## config.mk

```make
export PLATFORM = sky130hd
export DESIGN_NAME = pyc_sram_arb2
export DESIGN_NICKNAME = d
export VERILOG_FILES = /design/src/rtl/pyc_mem_pkg.sv /design/src/rtl/pyc_id_fifo.sv /design/src/rtl/pyc_sram_arb2.sv
export SDC_FILE = /design/constraint.sdc
export NUM_CORES = 1
export LEC_CHECK = 0
export ABC_AREA = 1
export CAP_MARGIN = 20
export CORE_AREA = 4 4 95 97
export CTS_CLUSTER_DIAMETER = 80
export CTS_CLUSTER_SIZE = 14
export DETAILED_ROUTE_END_ITERATION = 7
export DIE_AREA = 0 0 99 101
export GPL_TIMING_DRIVEN = 0
export PLACE_DENSITY = 0.87
export SKIP_LAST_GASP = 1
export SYNTH_ARGS = -nofsm -noshare
export SYNTH_HDL_FRONTEND = slang
export SYNTH_SLANG_ARGS = --single-unit
```

## constraint.sdc

```tcl
create_clock -name clk -period 1.8 [get_ports clk]
set_input_delay 0.18 -clock clk [delete_from_list [all_inputs] [get_ports clk]]
set_output_delay 0.18 -clock clk [all_outputs]
set_load 0.01 [all_outputs]
```

## src/rtl/pyc_mem_pkg.sv

```systemverilog
// Shared memory-port types for the pyc SRAM slice: master IDs, strobe-width
// derivation and the default request record.
package pyc_mem_pkg;

   typedef logic [0:0] mid_t;

   localparam int unsigned DEF_ADDR_WIDTH = 10;
   localparam int unsigned DEF_DATA_WIDTH = 32;

   function automatic int unsigned strb_width(input int unsigned data_width);
      return (data_width + 7) / 8;
   endfunction

   localparam int unsigned DEF_STRB_WIDTH = strb_width(DEF_DATA_WIDTH);

   typedef struct packed {
      logic [DEF_ADDR_WIDTH-1:0] addr;
      logic                      write;
      logic [DEF_DATA_WIDTH-1:0] wdata;
      logic [DEF_STRB_WIDTH-1:0] wstrb;
   } mem_req_t;

endpackage

```

## src/rtl/pyc_id_fifo.sv

```systemverilog
// Small synchronous FIFO holding the owner ID of each in-flight request.
// Pushes while full and pops while empty are ignored.
module pyc_id_fifo #(
   parameter int unsigned WIDTH = 1,
   parameter int unsigned DEPTH = 2
) (
   input  logic             clk,
   input  logic             rst_n,
   input  logic             push,
   input  logic [WIDTH-1:0] push_data,
   input  logic             pop,
   output logic [WIDTH-1:0] head,
   output logic             full,
   output logic             empty
);

   localparam int unsigned PTR_W = (DEPTH > 1) ? $clog2(DEPTH) : 1;
   localparam int unsigned CNT_W = $clog2(DEPTH + 1);

   logic [WIDTH-1:0] mem [DEPTH];
   logic [PTR_W-1:0] rd_ptr;
   logic [PTR_W-1:0] wr_ptr;
   logic [CNT_W-1:0] count;
   logic             do_push;
   logic             do_pop;

   function automatic logic [PTR_W-1:0] ptr_inc(input logic [PTR_W-1:0] p);
      return (p == PTR_W'(DEPTH - 1)) ? '0 : p + 1'b1;
   endfunction

   assign full    = (count == CNT_W'(DEPTH));
   assign empty   = (count == '0);
   assign do_push = push && !full;
   assign do_pop  = pop && !empty;
   assign head    = mem[rd_ptr];

   always_ff @(posedge clk or negedge rst_n) begin
      if (!rst_n) begin
         rd_ptr <= '0;
         wr_ptr <= '0;
         count  <= '0;
         for (int unsigned i = 0; i < DEPTH; i++) begin
            mem[i] <= '0;
         end
      end else begin
         if (do_push) begin
            mem[wr_ptr] <= push_data;
            wr_ptr      <= ptr_inc(wr_ptr);
         end
         if (do_pop) begin
            rd_ptr <= ptr_inc(rd_ptr);
         end
         case ({do_push, do_pop})
            2'b10:   count <= count + 1'b1;
            2'b01:   count <= count - 1'b1;
            default: count <= count;
         endcase
      end
   end

endmodule

```

## src/rtl/pyc_sram_arb2.sv

```systemverilog
// Two-master round-robin arbiter in front of the single-port SRAM; an owner
// FIFO steers each in-order response back to the master that issued it.
module pyc_sram_arb2
   import pyc_mem_pkg::*;
#(
   parameter  int unsigned ADDR_WIDTH      = 10,
   parameter  int unsigned DATA_WIDTH      = 32,
   parameter  int unsigned MAX_OUTSTANDING = 2,
   localparam int unsigned STRB_WIDTH      = strb_width(DATA_WIDTH)
) (
   input  logic                  clk,
   input  logic                  rst_n,

   input  logic                  m0_req_valid,
   output logic                  m0_req_ready,
   input  logic [ADDR_WIDTH-1:0] m0_req_addr,
   input  logic                  m0_req_write,
   input  logic [DATA_WIDTH-1:0] m0_req_wdata,
   input  logic [STRB_WIDTH-1:0] m0_req_wstrb,
   output logic                  m0_resp_valid,
   input  logic                  m0_resp_ready,
   output logic [DATA_WIDTH-1:0] m0_resp_rdata,

   input  logic                  m1_req_valid,
   output logic                  m1_req_ready,
   input  logic [ADDR_WIDTH-1:0] m1_req_addr,
   input  logic                  m1_req_write,
   input  logic [DATA_WIDTH-1:0] m1_req_wdata,
   input  logic [STRB_WIDTH-1:0] m1_req_wstrb,
   output logic                  m1_resp_valid,
   input  logic                  m1_resp_ready,
   output logic [DATA_WIDTH-1:0] m1_resp_rdata,

   output logic                  s_req_valid,
   input  logic                  s_req_ready,
   output logic [ADDR_WIDTH-1:0] s_req_addr,
   output logic                  s_req_write,
   output logic [DATA_WIDTH-1:0] s_req_wdata,
   output logic [STRB_WIDTH-1:0] s_req_wstrb,
   input  logic                  s_resp_valid,
   output logic                  s_resp_ready,
   input  logic [DATA_WIDTH-1:0] s_resp_rdata,

   output logic                  err
);

   mid_t last_grant;
   mid_t lock_id;
   mid_t grant;
   mid_t head;
   logic lock;
   logic full;
   logic empty;
   logic req_fire;
   logic resp_fire;

   // A stalled request keeps its grant so the SRAM sees a stable payload.
   always_comb begin
      if (lock) begin
         grant = lock_id;
      end else if (m0_req_valid && !m1_req_valid) begin
         grant = 1'b0;
      end else if (m1_req_valid && !m0_req_valid) begin
         grant = 1'b1;
      end else begin
         grant = ~last_grant;
      end
   end

   always_comb begin
      if (grant == 1'b1) begin
         s_req_valid = m1_req_valid && !full;
         s_req_addr  = m1_req_addr;
         s_req_write = m1_req_write;
         s_req_wdata = m1_req_wdata;
         s_req_wstrb = m1_req_wstrb;
      end else begin
         s_req_valid = m0_req_valid && !full;
         s_req_addr  = m0_req_addr;
         s_req_write = m0_req_write;
         s_req_wdata = m0_req_wdata;
         s_req_wstrb = m0_req_wstrb;
      end
   end

   assign m0_req_ready = (grant == 1'b0) && s_req_ready && !full;
   assign m1_req_ready = (grant == 1'b1) && s_req_ready && !full;
   assign req_fire     = s_req_valid && s_req_ready;

   // With nothing outstanding, responses are stray and drained unconditionally.
   always_comb begin
      if (empty) begin
         s_resp_ready = 1'b1;
      end else if (head == 1'b1) begin
         s_resp_ready = m1_resp_ready;
      end else begin
         s_resp_ready = m0_resp_ready;
      end
   end

   assign m0_resp_valid = s_resp_valid && !empty && (head == 1'b0);
   assign m1_resp_valid = s_resp_valid && !empty && (head == 1'b1);
   assign m0_resp_rdata = s_resp_rdata;
   assign m1_resp_rdata = s_resp_rdata;
   assign resp_fire     = s_resp_valid && s_resp_ready && !empty;

   always_ff @(posedge clk or negedge rst_n) begin
      if (!rst_n) begin
         last_grant <= 1'b1;
         lock       <= 1'b0;
         lock_id    <= 1'b0;
         err        <= 1'b0;
      end else begin
         if (req_fire) begin
            last_grant <= grant;
            lock       <= 1'b0;
         end else if (s_req_valid) begin
            lock       <= 1'b1;
            lock_id    <= grant;
         end
         if (s_resp_valid && empty) begin
            err <= 1'b1;
         end
      end
   end

   pyc_id_fifo #(
      .WIDTH (1),
      .DEPTH (MAX_OUTSTANDING)
   ) u_owner_fifo (
      .clk       (clk),
      .rst_n     (rst_n),
      .push      (req_fire),
      .push_data (grant),
      .pop       (resp_fire),
      .head      (head),
      .full      (full),
      .empty     (empty)
   );

endmodule

```

# Word level (Yosys, flattened, before mapping)
# Cells that the tools add are included.
[op_classes] add_sub_neg=4 order_cmp=3 n_eq_ne=3 n_mux=21 n_bitwise=6 n_reduce_logical=26
[op_table] op="32-bit 2-to-1 mux" count=1
[op_table] op="1-bit logical AND" count=18
[op_table] op="1-bit 2-to-1 mux" count=15
[op_table] op="10-bit 2-to-1 mux" count=1
[op_table] op="2-bit == test, second input constant" count=2
[op_table] op="2-bit >= comparator, second input constant" count=2
[op_table] op="1-bit logical NOT" count=4
[op_table] op="4-bit 2-to-1 mux" count=1
[op_table] op="1-bit inverter" count=4
[op_table] op="1-bit inverter with 2-bit output" count=2
[op_table] op="2-bit case mux with 2 select lines" count=1
[op_table] op="2-bit nonzero test" count=2
[op_table] op="1-bit adder, second input constant" count=2
[op_table] op="2-bit by 1-bit adder with 2-bit output, second input constant" count=1
[op_table] op="2-bit bitwise mux" count=1
[op_table] op="2-bit by 1-bit == test with 1-bit output, second input constant" count=1
[op_table] op="2-bit logical NOT" count=1
[op_table] op="2-bit by 1-bit less-than comparator with 1-bit output, second input constant" count=1
[op_table] op="2-bit AND reduction" count=1
[op_table] op="2-bit by 1-bit subtractor with 2-bit output, second input constant" count=1
[op_table] op="1-bit demux with 1-bit select" count=1
[word_totals] reg_bits=10 input_bits=134 output_inout_bits=118

# Logic depth before layout (Yosys ltp)
# Gate-level depths: netlist (run 1).
[logic_depth] ltp_word=11 mapped_depth=10

# Cells and area by module
# Synthesis (run 1) repeated with hierarchy kept, for this count alone.
[hier_totals] hier_cells=301 hier_area_um2=1691.6
[modules_own_cells] module="pyc_sram_arb2" instances=1 cells_per_inst=258 area_per_inst_um2=1366.3
[modules_own_cells] module="pyc_id_fifo" instances=1 cells_per_inst=43 area_per_inst_um2=325.3

# Least setup slack after synthesis (run 1)
# OpenSTA, ideal clock, no wires.
[synth_path] path_kind="reg-to-reg" start="register last_grant" end="register u_owner_fifo.count[1]" setup_time_ns=0.131 arrival_time_ns=1.599 required_ns=1.669 setup_slack_ns=0.070 path_stages_with_launch=10 period_less_slack_ns=1.730 path_cell_list="dfstp_2 nor2_1 nor2_1 nand2_2 nand3_2 nand3_4 ha_1 a21oi_1 o21ai_0 xor2_1"
[synth_between] elab_chain_len=9 elab_cells_between_ends=11 cone_classes="eq/ne (2); mux (5); bitwise (1); reduce/logical (3)"
[synth_lines] element="start: declaration" line="pyc_sram_arb2.sv:47" rtl="mid_t last_grant;"
[synth_lines] element="start signal: assignment" line="pyc_sram_arb2.sv:115" rtl="last_grant <= grant;"
[synth_lines] element="1-bit inverter (*)" line="pyc_sram_arb2.sv:66" rtl="grant = ~last_grant;"
[synth_lines] element="1-bit 2-to-1 mux (*)" line="pyc_sram_arb2.sv:63" rtl="end else if (m1_req_valid && !m0_req_valid) begin"
[synth_lines] element="1-bit 2-to-1 mux (*)" line="pyc_sram_arb2.sv:61" rtl="end else if (m0_req_valid && !m1_req_valid) begin"
[synth_lines] element="1-bit 2-to-1 mux (*)" line="pyc_sram_arb2.sv:59" rtl="if (lock) begin"
[synth_lines] element="1-bit 2-to-1 mux (*)" line="pyc_sram_arb2.sv:71" rtl="if (grant == 1'b1) begin"
[synth_lines] element="1-bit logical AND (*)" line="pyc_sram_arb2.sv:88" rtl="assign req_fire = s_req_valid && s_req_ready;"
[synth_lines] element="1-bit logical AND (*)" line="pyc_id_fifo.sv:33" rtl="assign do_push = push && !full;"
[synth_lines] element="2-bit by 1-bit == test with 1-bit output or 2-bit == test (tied branches)" line="pyc_id_fifo.sv:53" rtl="case ({do_push, do_pop})"
[synth_lines] element="2-bit case mux with 2 select lines or 2-bit nonzero test (tied branches)"
[synth_lines] element="end signal: assignment" line="pyc_id_fifo.sv:54" rtl="2'b10: count <= count + 1'b1;"
[synth_lines] element="end signal: assignment" line="pyc_id_fifo.sv:55" rtl="2'b01: count <= count - 1'b1;"
[synth_lines] element="end signal: assignment" line="pyc_id_fifo.sv:56" rtl="default: count <= count;"
[synth_lines] element="end: declaration" line="pyc_id_fifo.sv:23" rtl="logic [CNT_W-1:0] count;"
# Every way passes the cells marked *; elsewhere a longest branch is shown, timed or not.
# A chain may end at the register's enable or synchronous reset.

# Worst setup path in the final report (run 1)
[layout_path] start="register last_grant" end="output port s_req_wdata[13]"
[layout_between] elab_chain_len=5
[layout_lines] element="1-bit inverter" line="pyc_sram_arb2.sv:66"
[layout_lines] element="1-bit 2-to-1 mux" line="pyc_sram_arb2.sv:63"
[layout_lines] element="1-bit 2-to-1 mux" line="pyc_sram_arb2.sv:61"
[layout_lines] element="1-bit 2-to-1 mux" line="pyc_sram_arb2.sv:59"
[layout_lines] element="32-bit 2-to-1 mux" line="pyc_sram_arb2.sv:71"
[layout_lines] element="end: declaration" line="pyc_sram_arb2.sv:38" rtl="output logic [DATA_WIDTH-1:0] s_req_wdata,"
# No other way between the ends.

==> metrics.txt, run 1 <==
Area Growth Syn to Fin=175.1%; PD cells=1277 nW/um^2; Syn Inst Count=290; number of synthesized flops with an enable pin=0; CP startpoint kind=register; critical path endpoint category=primary output; via count=2652; Lkg Pwr=0.002307 uW; Max-Cap Viols=0; VDD IR max=0.6794 mV; Vias/cell=4.137; final worst slack=-107.8 ps; kind of cell adding the most delay to the critical path=simple AND/OR/NAND/NOR gates; DRC viols=0; initial detailed-routing violation count=62; Slowest Stage Delay on Critical Path=540 ps; Final nets=672; final slew viol count=0; Clk pwr share=0.040; power share of the sequential group=0.074; status=finished with violations; ANT cells=0; layout cells sized above 1=0.4478; Die W=99 um; FP Rows=33; Core Area=8134 um^2; async set or reset register ratio after synthesis=1.000; WL final=8940 um; Max-slew headroom=0.6759; maximum clock insertion buffer count=2; crit path kind=register to primary output; total CTS buffers=3; register area share after synthesis=0.1507; critical path data required time=1620 ps; fin crit share=1.060; clock latency on the worst-skew pair=230 ps; grt ovf=0; Comb pwr share=0.886; FMAX=524.2 MHz; cell with the most instances after synthesis=nand2_1; switching share of power=0.4583; Synth Area per Inst=5.756 um^2; CP cell instances=nor2_1, nor2_1, nand2_2, nand2_8, buf_6, buf_6, nand2_1, nand2_1, buf_2; Cells after DPL=614; dpl ws=-498.8 ps; DP HPWL=7023 um; Slowest-stage cell, CP=dfstp_2; global-route wire length before repair=12640 um; largest net degree at the start of global routing=11; post-layout minimum cycle time=1908 ps; Area contributors post-synth=nand2_1 (35%), buf_4 (29%), dfrtp_1 (13%); met2 routed WL=5066 um; Routability Congestion=0.8250; # IOs=252; predominant post-synthesis flop cell=dfrtp_1; clock transition at the registers of the reported paths=50 ps; Tightest Hold Check Type=primary input to async pin; met3 wire len=865 um; post-route ant nets=0; drt first pass iters=6; syn_nets=425; Net Switching=2686 uW; violated checks=setup timing; clk_skew=3.902 ps; Die Y=101 um; vias in the first global route=2795; Wirelength per Cell=13.95 um; final core occ=0.5645; Ys Warns=0; Initial Util=0.2052; Worst Path Buf+Inv=3; WL met1=2901 um; synthesized area=1669 um^2; Worst-Margin Slew=484.6 ps; Netlist cell types=25; top routing layer used=met4; multi-input combinational cell area=1147 um^2; #FFs+latches synth=10; CTS root buf=clkbuf_8; initial antenna violation count=0; Crit Path Max Fanout=7; H-tree levels=1; clk sink count=10; Post-Layout Cell Count=641; Sequential cell area=252.7 um^2; RSZ-0062 raised after global routing=true; total track usage=0.1540; Synth top cells by count=nand2_1 (157), buf_4 (64), inv_1 (12); Port Buffer Count=219; CTS tree=done; final setup fails=54; hold buffers post-CTS=0; Fin. Hold Viols=0; dominant cell type by area after synthesis=nand2_1; die area=9999 um^2; critical path arrival=1730 ps; post-synth top area share=0.3531; cell-internal power=3176 uW; Fill cells=689
registers in the layout, indices dropped and copies added (netlist names):
| signal | count |
|---|---|
| err | 1 |
| last_grant | 1 |
| lock | 1 |
| lock_id | 1 |
| u_owner_fifo.count | 2 |
| u_owner_fifo.mem | 2 |
| u_owner_fifo.rd_ptr | 1 |
| u_owner_fifo.wr_ptr | 1 |
routing by layer:
metal  vias up  track usage
met5         -            0
met4         0      0.03571
met3        11      0.03322
met2       152       0.3301
met1      1188       0.1440
li1       1301            -
through the flow:
stage / hold slack (ps) / total power (uW) / setup TNS (ps) / area (um^2)
6_report: 276.4 / 5862 / -3361 / 4592
2_1_floorplan: -115.6 / 2289 / 0 / 1669
3_3_place_gp: 439.2 / 4178 / -20730 / 3993
4_1_cts: 275.7 / 5219 / -4135 / 4280
3_5_place_dp: 467.6 / 4271 / -22650 / 3993
5_1_grt: 304.0 / 6290 / -7613 / 4592
power by group through the flow:
stage | combinational, uW | sequential, uW | clock (uW)
floorplan | 1890 | 401 | 0
global placement | 3760 | 413 | 0
detailed placement | 3850 | 417 | 0
CTS | 4560 | 417 | 243
global route | 5590 | 442 | 259
finish | 5190 | 434 | 236
kinds of logic after synthesis:
family	count (synthesis)	synth area share
AO/OA/AOI/OAI	7	0.02249
flip-flops	10	0.1507
buffers and inverters	87	0.3546
XOR/XNOR	3	0.01575
adder cells (fa/ha/maj)	1	0.007495
AND/OR/NAND/NOR	182	0.4490
final cells by class:
class / instances / area share
multi-input combinational: 193 / 0.2499
clock buffer: 4 / 0.009809
sequential: 10 / 0.05504
tap: 105 / 0.02861
timing repair buffer: 241 / 0.5106
timing repair inverter: 1 / 0.001362
inverter: 13 / 0.01226
buffer: 74 / 0.1324
worst paths after layout:
kind	end	cells past startpoint	start	slack (ps)
setup / recovery	s_req_wdata[13]	9	last_grant	-110
hold / removal	err	1	rst_n	280
setup reg to reg	u_owner_fifo.count[1]	11	last_grant	-100
hold reg to reg	u_owner_fifo.mem[1]	2	u_owner_fifo.mem[1]	480
max in group asynchronous	last_grant	1	rst_n	1170
min in group clk	u_owner_fifo.mem[1]	2	u_owner_fifo.mem[1]	480
placed cells by master (no fill, tap or decap), drive strengths merged:
master         count
dlymetal6s2s       2
a21oi              2
clkbuf             4
nand3              3
o21ai              4
buf              146
inv               14
xor2               2
or2                1
nand4              3
clkdlybuf4s50    166
xnor2              1
dfstp              1
dlygate4sd2        1
ha                 1
nand2            161
a21o               1
nor2              14
dfrtp              9
repair_timing:
action,4_1_cts,5_1_grt
setup endpoints to repair,53,56
setup buffers,11,4
endpoints found under the hold margin,0,0
gates cloned,8,0
pin swaps,45,14
resized for setup,303,67
Power figures use the tool's default switching activity.
==> inputs of run 2 (changes only) <==
--- a/config.mk
+++ b/config.mk
@@ -12,7 +12,6 @@
 export CTS_CLUSTER_SIZE = 14
 export DETAILED_ROUTE_END_ITERATION = 7
 export DIE_AREA = 0 0 99 101
-export GPL_TIMING_DRIVEN = 0
 export PLACE_DENSITY = 0.87
 export SKIP_LAST_GASP = 1
 export SYNTH_ARGS = -nofsm -noshare
==> metrics.txt, run 2 (synthesis results as in run 1) <==
Lkg Pwr=0.001615 uW; Net Switching=2210 uW; via count=2093; cell-internal power=2521 uW; FP Rows=33; VDD IR max=0.5859 mV; Slowest-stage cell, CP=dfstp_2; commonest non-fill, non-tap cell in the layout=nand2_1; Tightest Hold Check Type=primary input to async pin; Clk pwr share=0.060; Vias/cell=4.120; Max-slew headroom=0.6906; Slowest Stage Delay on Critical Path=550 ps; layout cells sized above 1=0.2531; CP cell instances=nor2_1, nor2_1, nand2_2, nand2_8, buf_4, clkbuf_16, nand2_1, nand2_1, clkbuf_2; final setup fails=48; largest net degree at the start of global routing=26; FMAX=518.2 MHz; DRC viols=0; global-route wire length before repair=8818 um; Wirelength per Cell=13.40 um; r2r worst-path depth=11; WL final=6806 um; Comb pwr share=0.852; clock latency on the worst-skew pair=230 ps; vias in the first global route=1979; grt ovf=0; CP startpoint kind=register; hold buffers post-CTS=0; # IOs=252; final worst slack=-129.6 ps; reg2reg setup slack=-100 ps; H-tree levels=1; RR Endpoint=u_owner_fifo.count[1]; biggest regs=u_owner_fifo.count (2), u_owner_fifo.mem (2); Worst-Margin Slew=462.7 ps; total track usage=0.1078; clock transition at the registers of the reported paths=50 ps; final slew viol count=0; Fill cells=801; total CTS buffers=3; maximum clock insertion buffer count=2; Final nets=539; post-layout minimum cycle time=1930 ps; Initial Util=0.2052; switching share of power=0.4672; Routability Congestion=0.7560; multi-input combinational cell area=898.4 um^2; die area=9999 um^2; Port Buffer Count=155; Finished Cell Area=3073 um^2; Die Y=101 um; setup TNS=-4012 ps; crit path kind=register to primary output; ANT cells=0; status=finished with violations; RSZ-0062 raised after global routing=true; critical path data required time=1620 ps; Core Area=8134 um^2; Die W=99 um; violated checks=setup timing; critical path arrival=1750 ps; fin crit share=1.072; DP HPWL=5232 um; hold_ws=266.0 ps; Fin. Hold Viols=0; critical path endpoint category=primary output; CTS tree=done; Area Growth Syn to Fin=84.11%; most frequent cells in the layout=nand2_1 (152), clkdlybuf4s50_1 (102), clkbuf_2 (36); Worst Path Buf+Inv=3; initial antenna violation count=0; drt first pass iters=4; Max-Cap Viols=0; PD cells=1540 nW/um^2; post-route ant nets=0; power share of the sequential group=0.088; clk_skew=2.615 ps; Placed Area=2967 um^2; Crit Path Max Fanout=11; clk sink count=10; kind of cell adding the most delay to the critical path=flip-flops; initial detailed-routing violation count=67; Sequential cell area=251.5 um^2; worst r2r src=last_grant; CTS root buf=clkbuf_8
==> run 2: area by class of cell <==
class	instances	share of cell area
well taps	105	0.04275
flip-flops and latches	10	0.08184
clock buffers	4	0.01792
multi-input cells	193	0.2923
inverters	13	0.01751
repair buffers	183	0.5476
==> run 2: metal layers <==
metal / vias up / share of wire / global-route usage
met3: 17 / 0.14 / 0.04983
met5: - / 0 / 0
li1: 1034 / - / -
met1: 868 / 0.32 / 0.08985
met4: 0 / 0.024 / 0.05462
met2: 174 / 0.52 / 0.2102
==> run 2: power by group through the flow <==
stage	Clock (uW)	Combinational (uW)	Sequential, uW
after detailed placement	0	3770	412
after global placement	0	3680	406
final	283	4030	417
after CTS	287	3480	411
after global routing	293	4400	429
after floorplan	0	1890	401
==> run 2: metrics by stage <==
step / util / setup slack [ps] / total power, uW / std cells
6_report: 0.3778 / -129.6 / 4731 / 508
3_3_place_gp: 0.3647 / -369.5 / 4085 / 492
3_5_place_dp: 0.3647 / -401.4 / 4187 / 492
5_1_grt: 0.3778 / -244.0 / 5122 / 508
2_1_floorplan: - / 70.48 / 2289 / 290
4_1_cts: 0.3667 / -386.1 / 4176 / 496
==> run 2: worst max-delay path by stage <==
stage | from | endpoint | slack [ps] | cells after the start
after floorplan | last_grant | u_owner_fifo.count[1] | 70 | 9
after global placement | m0_req_valid | s_req_wdata[10] | -370 | 9
after detailed placement | m0_req_valid | s_req_wdata[10] | -400 | 9
after CTS | last_grant | s_req_wdata[13] | -390 | 8
after global routing | last_grant | s_req_wdata[13] | -240 | 9
final | last_grant | s_req_wdata[14] | -130 | 9
==> run 2: timing repair <==
action                                  in CTS  in global routing
resized for setup                           45                128
buffers inserted                             0                  8
gates cloned                                 0                  5
endpoints found under the setup margin      55                 53
pin swaps                                    0                  7
==> run 2: worst register-to-register path: stages, from the launching register on <==
cell and delay (ps):
dfstp_2 550, nor2_1 50, nor2_1 120, nand2_2 120, nand2_8 140, buf_12 140
nand2_8 60, nand3_4 80, ha_4 210, a21oi_2 90, o21ai_1 80, xor2_1 150
==> RTL change 1, RTL diff (config.mk and constraints of run 1) <==
Set the parameter `DATA_WIDTH` to 16 (it was 32).
--- a/src/rtl/pyc_sram_arb2.sv
+++ b/src/rtl/pyc_sram_arb2.sv
@@ -6,3 +6,3 @@
    parameter  int unsigned ADDR_WIDTH      = 10,
-   parameter  int unsigned DATA_WIDTH      = 32,
+   parameter  int unsigned DATA_WIDTH      = 16,
    parameter  int unsigned MAX_OUTSTANDING = 2,
Interface: changed (9 resized); port bits go from 252 to 150. No check against the original RTL was run, so the function may have changed too.
==> RTL change 1 against run 1 <==
- the flow still finishes with violations (negative setup slack)
- sequential share of layout area is 2.8 points higher
- synthesized cell count down 31%
- utilization shrank 19 points
- die area stayed put
- sequential cell count is the same
- hold slack got worse by 8.2 ps
- total power down 30%
- area after synthesis fell by 27%
- critical endpoint is now u_owner_fifo.count[1]
- worst setup slack better by 70 ps
- wire length is 39% lower
- largest power group unchanged
- register-to-register slack better by 60 ps
- cell area down 34%
==> RTL change 1: results (changes against run 1) <==
| Metric | Value |
|---|---|
| Most frequent cells after synthesis | `sky130_fd_sc_hd__nand2_1 (103), sky130_fd_sc_hd__buf_4 (33), sky130_fd_sc_hd__inv_1 (12)` |
| Placer congestion estimate | `0.7662 (-7.1%)` |
| Largest net degree at the start of global routing | `11 (unchanged)` |
| Worst-case setup slack after placement | `-427.1 ps (+71.77 ps)` |
| Status | `complete, but fails checks` |
| Number of search-and-repair iterations in the first detailed-routing pass | `3 (-3)` |
| Distinct cells, synth | `25 (unchanged)` |
| Post-DR vias/cell | `3.841 (-7.2%)` |
| Mapped Nets | `283 (-33%)` |
| Leakage power of the design | `1.509 nW (-35%)` |
| First-pass GRT wire length | `8059 µm (-36%)` |
| Final layout net count | `444 (-34%)` |
| Number of enable flip-flop cells after synthesis | `0 (unchanged)` |
| Total wire length after detailed routing | `5419 µm (-39%)` |
| Number of buffers on the longest clock path | `2 (unchanged)` |
| Ys Warns | `0 (unchanged)` |
| Detailed Route Iter0 Violations | `16 (-74%)` |
| Clock latency at the later pin of the worst-skew pair | `230 ps (about the same)` |
| Crit path arrival time | `1950 ps (+220 ps)` |
| Worst stage delay on the critical path | `approximately 530 ps` |
| Worst vdd rail ir drop | `0.4328 mV (-36%)` |
| Regs by FF count | `u_owner_fifo.count x2, u_owner_fifo.mem x2` |
| CTS Buf Count | `3 (unchanged)` |
| Part of the Yosys area used for sequential elements | `0.2051 (+0.05443)` |
| Violated checks | `negative setup slack` |
| Count of final setup violators | `21 (-61%)` |
| All-layer global routing usage | `0.09632 (-0.05763)` |
| Share of layout cells above drive strength 1 | `0.3889 (-0.05887)` |
| Maximum clock skew at final layout | `1.773 ps (-2.128 ps)` |
| Worst relative slew slack | `0.6944 (+0.01849)` |
| Final antenna diode count | `0 (unchanged)` |
| IO buf count | `133 (-39%)` |
| Cell with the biggest individual delay on the critical path | `sky130_fd_sc_hd__dfstp_2` |
| Setup Total Neg Slack | `-198.6 ps (+3162 ps)` |
| Initial antenna violation count | `0 (unchanged)` |
| Maximum level of the CTS H-tree | `1 (unchanged)` |
| Class of the tightest hold or removal check | `in2async` |
| Total half-perimeter wirelength after legalization and detailed placement | `4293 µm (-39%)` |
| Largest cells by area after synthesis | `sky130_fd_sc_hd__nand2_1 (32%), sky130_fd_sc_hd__buf_4 (20%), sky130_fd_sc_hd__dfrtp_1 (18%)` |
| Setup WS post-layout | `-37.52 ps (+70.29 ps)` |
| Library cell used as clock root buffer | `sky130_fd_sc_hd__clkbuf_8` |
| Via count of the first global-routing pass | `1831 (-34%)` |
| Ys flop type | `sky130_fd_sc_hd__dfrtp_1` |
| Ys async rst share | `1.000 (unchanged)` |
| Highest net fanout along the worst path | `5 (-2)` |
| Clock Pin Slew Worst Setup and Hold Paths | `50 ps (about the same)` |
[RTL change 1: cell count changes in the layout (fill, tap and decap cells not counted), sizes merged]
| cell | change |
|---|---|
| buf | -54 |
| clkbuf | +1 |
| clkdlybuf4s50 | -67 |
| dlymetal6s2s | -1 |
| inv | -1 |
| nand2 | -54 |
[RTL change 1: path summary, 6_finish.rpt]
kind	startpoint	cells after the start	slack (ps)	to
setup / recovery	last_grant	11	-40	u_owner_fifo.count[1]
hold / removal	rst_n	1	270	u_owner_fifo.mem[1]
setup reg to reg	last_grant	11	-40	u_owner_fifo.count[1]
hold reg to reg	err	1	460	err
max in group asynchronous	rst_n	1	1190	last_grant
min in group clk	err	1	460	err
[RTL change 1: metal layers]
| layer | global-route usage | up-vias | part of all wire |
|---|---|---|---|
| met4 | 0.02101 | 0 | 0.0085 |
| li1 | - | 889 | - |
| met5 | 0 | - | 0 |
| met3 | 0.02561 | 6 | 0.097 |
| met2 | 0.1932 | 91 | 0.56 |
| met1 | 0.09846 | 800 | 0.34 |
[RTL change 1: logic make-up (layout without fill, tap and decap cells)]
| logic type | count (synthesis) | after routing | share of synthesized area |
|---|---|---|---|
| AO/OA/AOI/OAI | 7 | 7 | 0.03367 |
| XOR/XNOR | 3 | 3 | 0.02143 |
| adder cells (fa/ha/maj) | 1 | 1 | 0.01020 |
| buffers and inverters | 51 | 211 | 0.2775 |
| flip-flops | 10 | 10 | 0.2051 |
| AND/OR/NAND/NOR | 128 | 128 | 0.4520 |
[RTL change 1: area by class of cell]
cell class              instances  area [µm²]
plain buffers                  38       315.3
flip-flops and latches         10       251.5
fillers                       824        5117
multi-input cells             139       749.5
repair buffers                156        1468
clock buffers                   4       45.04
well taps                     105       131.4
inverters                      13       56.30
[RTL change 1: report_power, final]
part           internal, mW  switching, mW  leakage [nW]  total [mW]
Clock                 0.155         0.0845        0.0228       0.239
Sequential            0.341         0.0702         0.116       0.411
Combinational          1.80           1.67          1.37        3.46
[RTL change 1: timing repair]
action | in CTS | in global routing
hold buffers | 0 | 0
cloned | 3 | 1
setup buffers | 15 | 4
resized for setup | 167 | 27
pin swaps | 23 | 11
endpoints found under the setup margin | 35 | 34
[RTL change 1: critical path, delay by kind of cell, from the launching register on]
kind	cells	cell delay [ps]
AO/OA/AOI/OAI	2	200
XOR/XNOR	1	140
adder cells (fa/ha/maj)	1	210
buffers and inverters	1	120
flip-flops	1	530
AND/OR/NAND/NOR	6	500
[RTL change 1: per-stage QoR]
stage | util | cell area [µm²] | cells
after global routing | 0.3709 | 3017 | 465
after global placement | 0.3306 | 2689 | 438
after CTS | 0.3509 | 2854 | 460
after detailed placement | 0.3306 | 2689 | 438
final | 0.3709 | 3017 | 465
after floorplan | - | 1226 | 200
==> RTL change 2, RTL diff (config.mk and constraints of run 1) <==
Made on the original files. Make the reset (`rst_n`) synchronous in 2 clocked blocks.
--- a/src/rtl/pyc_id_fifo.sv
+++ b/src/rtl/pyc_id_fifo.sv
@@ -36,3 +36,3 @@
 
-   always_ff @(posedge clk or negedge rst_n) begin
+   always_ff @(posedge clk) begin
       if (!rst_n) begin
--- a/src/rtl/pyc_sram_arb2.sv
+++ b/src/rtl/pyc_sram_arb2.sv
@@ -106,3 +106,3 @@
 
-   always_ff @(posedge clk or negedge rst_n) begin
+   always_ff @(posedge clk) begin
       if (!rst_n) begin
Check against the original RTL: differs if rst_n is asserted again (counterexample within 4 cycles, from zero or initial values and one cycle with rst_n low); with rst_n held inactive, the same outputs for 10 cycles.
==> RTL change 2 against run 1 <==
- the flow still finishes with violations (negative setup slack)
- utilization is 5.9 points lower
- sequential cell count is 1 higher
- combinational power decreased by 46%
- synthesized cell count is 6.6% higher
- area after synthesis is 0.45% higher
- worst setup slack better by 100 ps
- wire length fell by 4.0%
- global-route usage is 0.69 points lower
- total power shrank 42%
- fmax is 5.5% higher
- clock power is 8.5% higher
- sequential share of layout area is 0.090 points lower
- cell area shrank 10%
==> RTL change 2: results (changes against run 1) <==
| Metric | Value |
|---|---|
| Status | `complete, but fails checks` |
| Violated checks | `negative setup slack` |
| Origin of the worst setup path | `u_owner_fifo.mem[1]` |
| Cell count after placement | `632 (+2.9%)` |
| Met1 usage | `0.1475 (+0.003477)` |
| Cell count of the worst reg-to-reg path | `12 (+1)` |
| Worst-case setup slack after placement | `-462.4 ps (+36.42 ps)` |
| Ys async rst share | `0 (-1.000)` |
| Destination of the critical timing path | `s_resp_ready` |
| Ys flop type | `sky130_fd_sc_hd__dfxtp_1` |
| Worst stage delay on the critical path | `480 ps (-60 ps)` |
| Setup Total Neg Slack | `-8.004 ps (+3353 ps)` |
| Cell with the biggest individual delay on the critical path | `sky130_fd_sc_hd__clkdlybuf4s50_1` |
| Detailed Route Iter0 Violations | `77 (+24%)` |
| Total wire length after detailed routing | `8583 µm (-4.0%)` |
| Maximum clock skew at final layout | `3.240 ps (-0.6618 ps)` |
| Kind of cell with the highest combined delay on the critical path | `buffers and inverters` |
| Total half-perimeter wirelength after legalization and detailed placement | `7246 µm (+3.2%)` |
| Setup slack of the worst register-to-register path | `40 ps (+140 ps)` |
| Worst-margin pin slew | `370.2 ps (-114.4 ps)` |
| Part of the Yosys area used for sequential elements | `0.1313 (-0.01933)` |
| Via count of the first global-routing pass | `2658 (-4.9%)` |
| Worst r2r src | `last_grant` |
| Count of final setup violators | `1 (-98%)` |
| Final instance area | `0.004114 mm² (-10%)` |
| Worst slack on hold paths | `311.3 ps (+34.83 ps)` |
| Mapped Nets | `444 (+4.5%)` |
| Placer congestion estimate | `0.7934 (-3.8%)` |
| Setup WS post-layout | `-8.004 ps (+99.81 ps)` |
| Number of search-and-repair iterations in the first detailed-routing pass | `4 (-2)` |
| Post-DR vias/cell | `4.143 (+0.14%)` |
| Final layout net count | `681 (+1.3%)` |
[RTL change 2: changes by cell type in the layout (fill, tap and decap cells not counted), moves of 5 or more]
cell / before / now
sky130_fd_sc_hd__clkdlybuf4s15_2: 0 / 6
sky130_fd_sc_hd__nand2_4: 17 / 0
sky130_fd_sc_hd__buf_6: 39 / 5
sky130_fd_sc_hd__clkbuf_2: 0 / 27
sky130_fd_sc_hd__nand2_2: 55 / 4
sky130_fd_sc_hd__inv_1: 12 / 19
sky130_fd_sc_hd__a21oi_1: 0 / 6
sky130_fd_sc_hd__nor2_1: 8 / 13
sky130_fd_sc_hd__buf_2: 25 / 16
sky130_fd_sc_hd__dfrtp_1: 8 / 0
sky130_fd_sc_hd__dfxtp_1: 0 / 9
sky130_fd_sc_hd__nand2_1: 87 / 159
[RTL change 2: cells by family (layout without fill, tap and decap cells)]
| group | after synthesis | after routing |
|---|---|---|
| simple gates | 188 | 188 |
| compound gates | 13 | 13 |
| xor+xnor | 1 | 1 |
| flops | 11 | 11 |
| buf+inv | 95 | 331 |
| fa+ha+maj | 1 | 1 |
[RTL change 2: report_power, final]
group | switching (mW) | internal (mW) | total, mW
Clock | 0.104 | 0.153 | 0.256
Combinational | 1.34 | 1.43 | 2.78
Sequential | 0.0476 | 0.309 | 0.357
Total | 1.50 | 1.89 | 3.39
[RTL change 2: cell type report]
class,count,share of cell area
repair buffers,232,0.5179
multi-input cells,203,0.2129
plain buffers,75,0.1505
flip-flops and latches,11,0.05414
well taps,105,0.03193
inverters,20,0.02129
clock buffers,3,0.01004
clock inverters,1,0.001217
[RTL change 2: timing repair]
item / 4_1_cts / 5_1_grt
resized for setup: 150 / 58
setup buffers: 6 / 6
gates cloned: 0 / 2
pin swaps: 2 / 4
endpoints found under the setup margin: 51 / 54
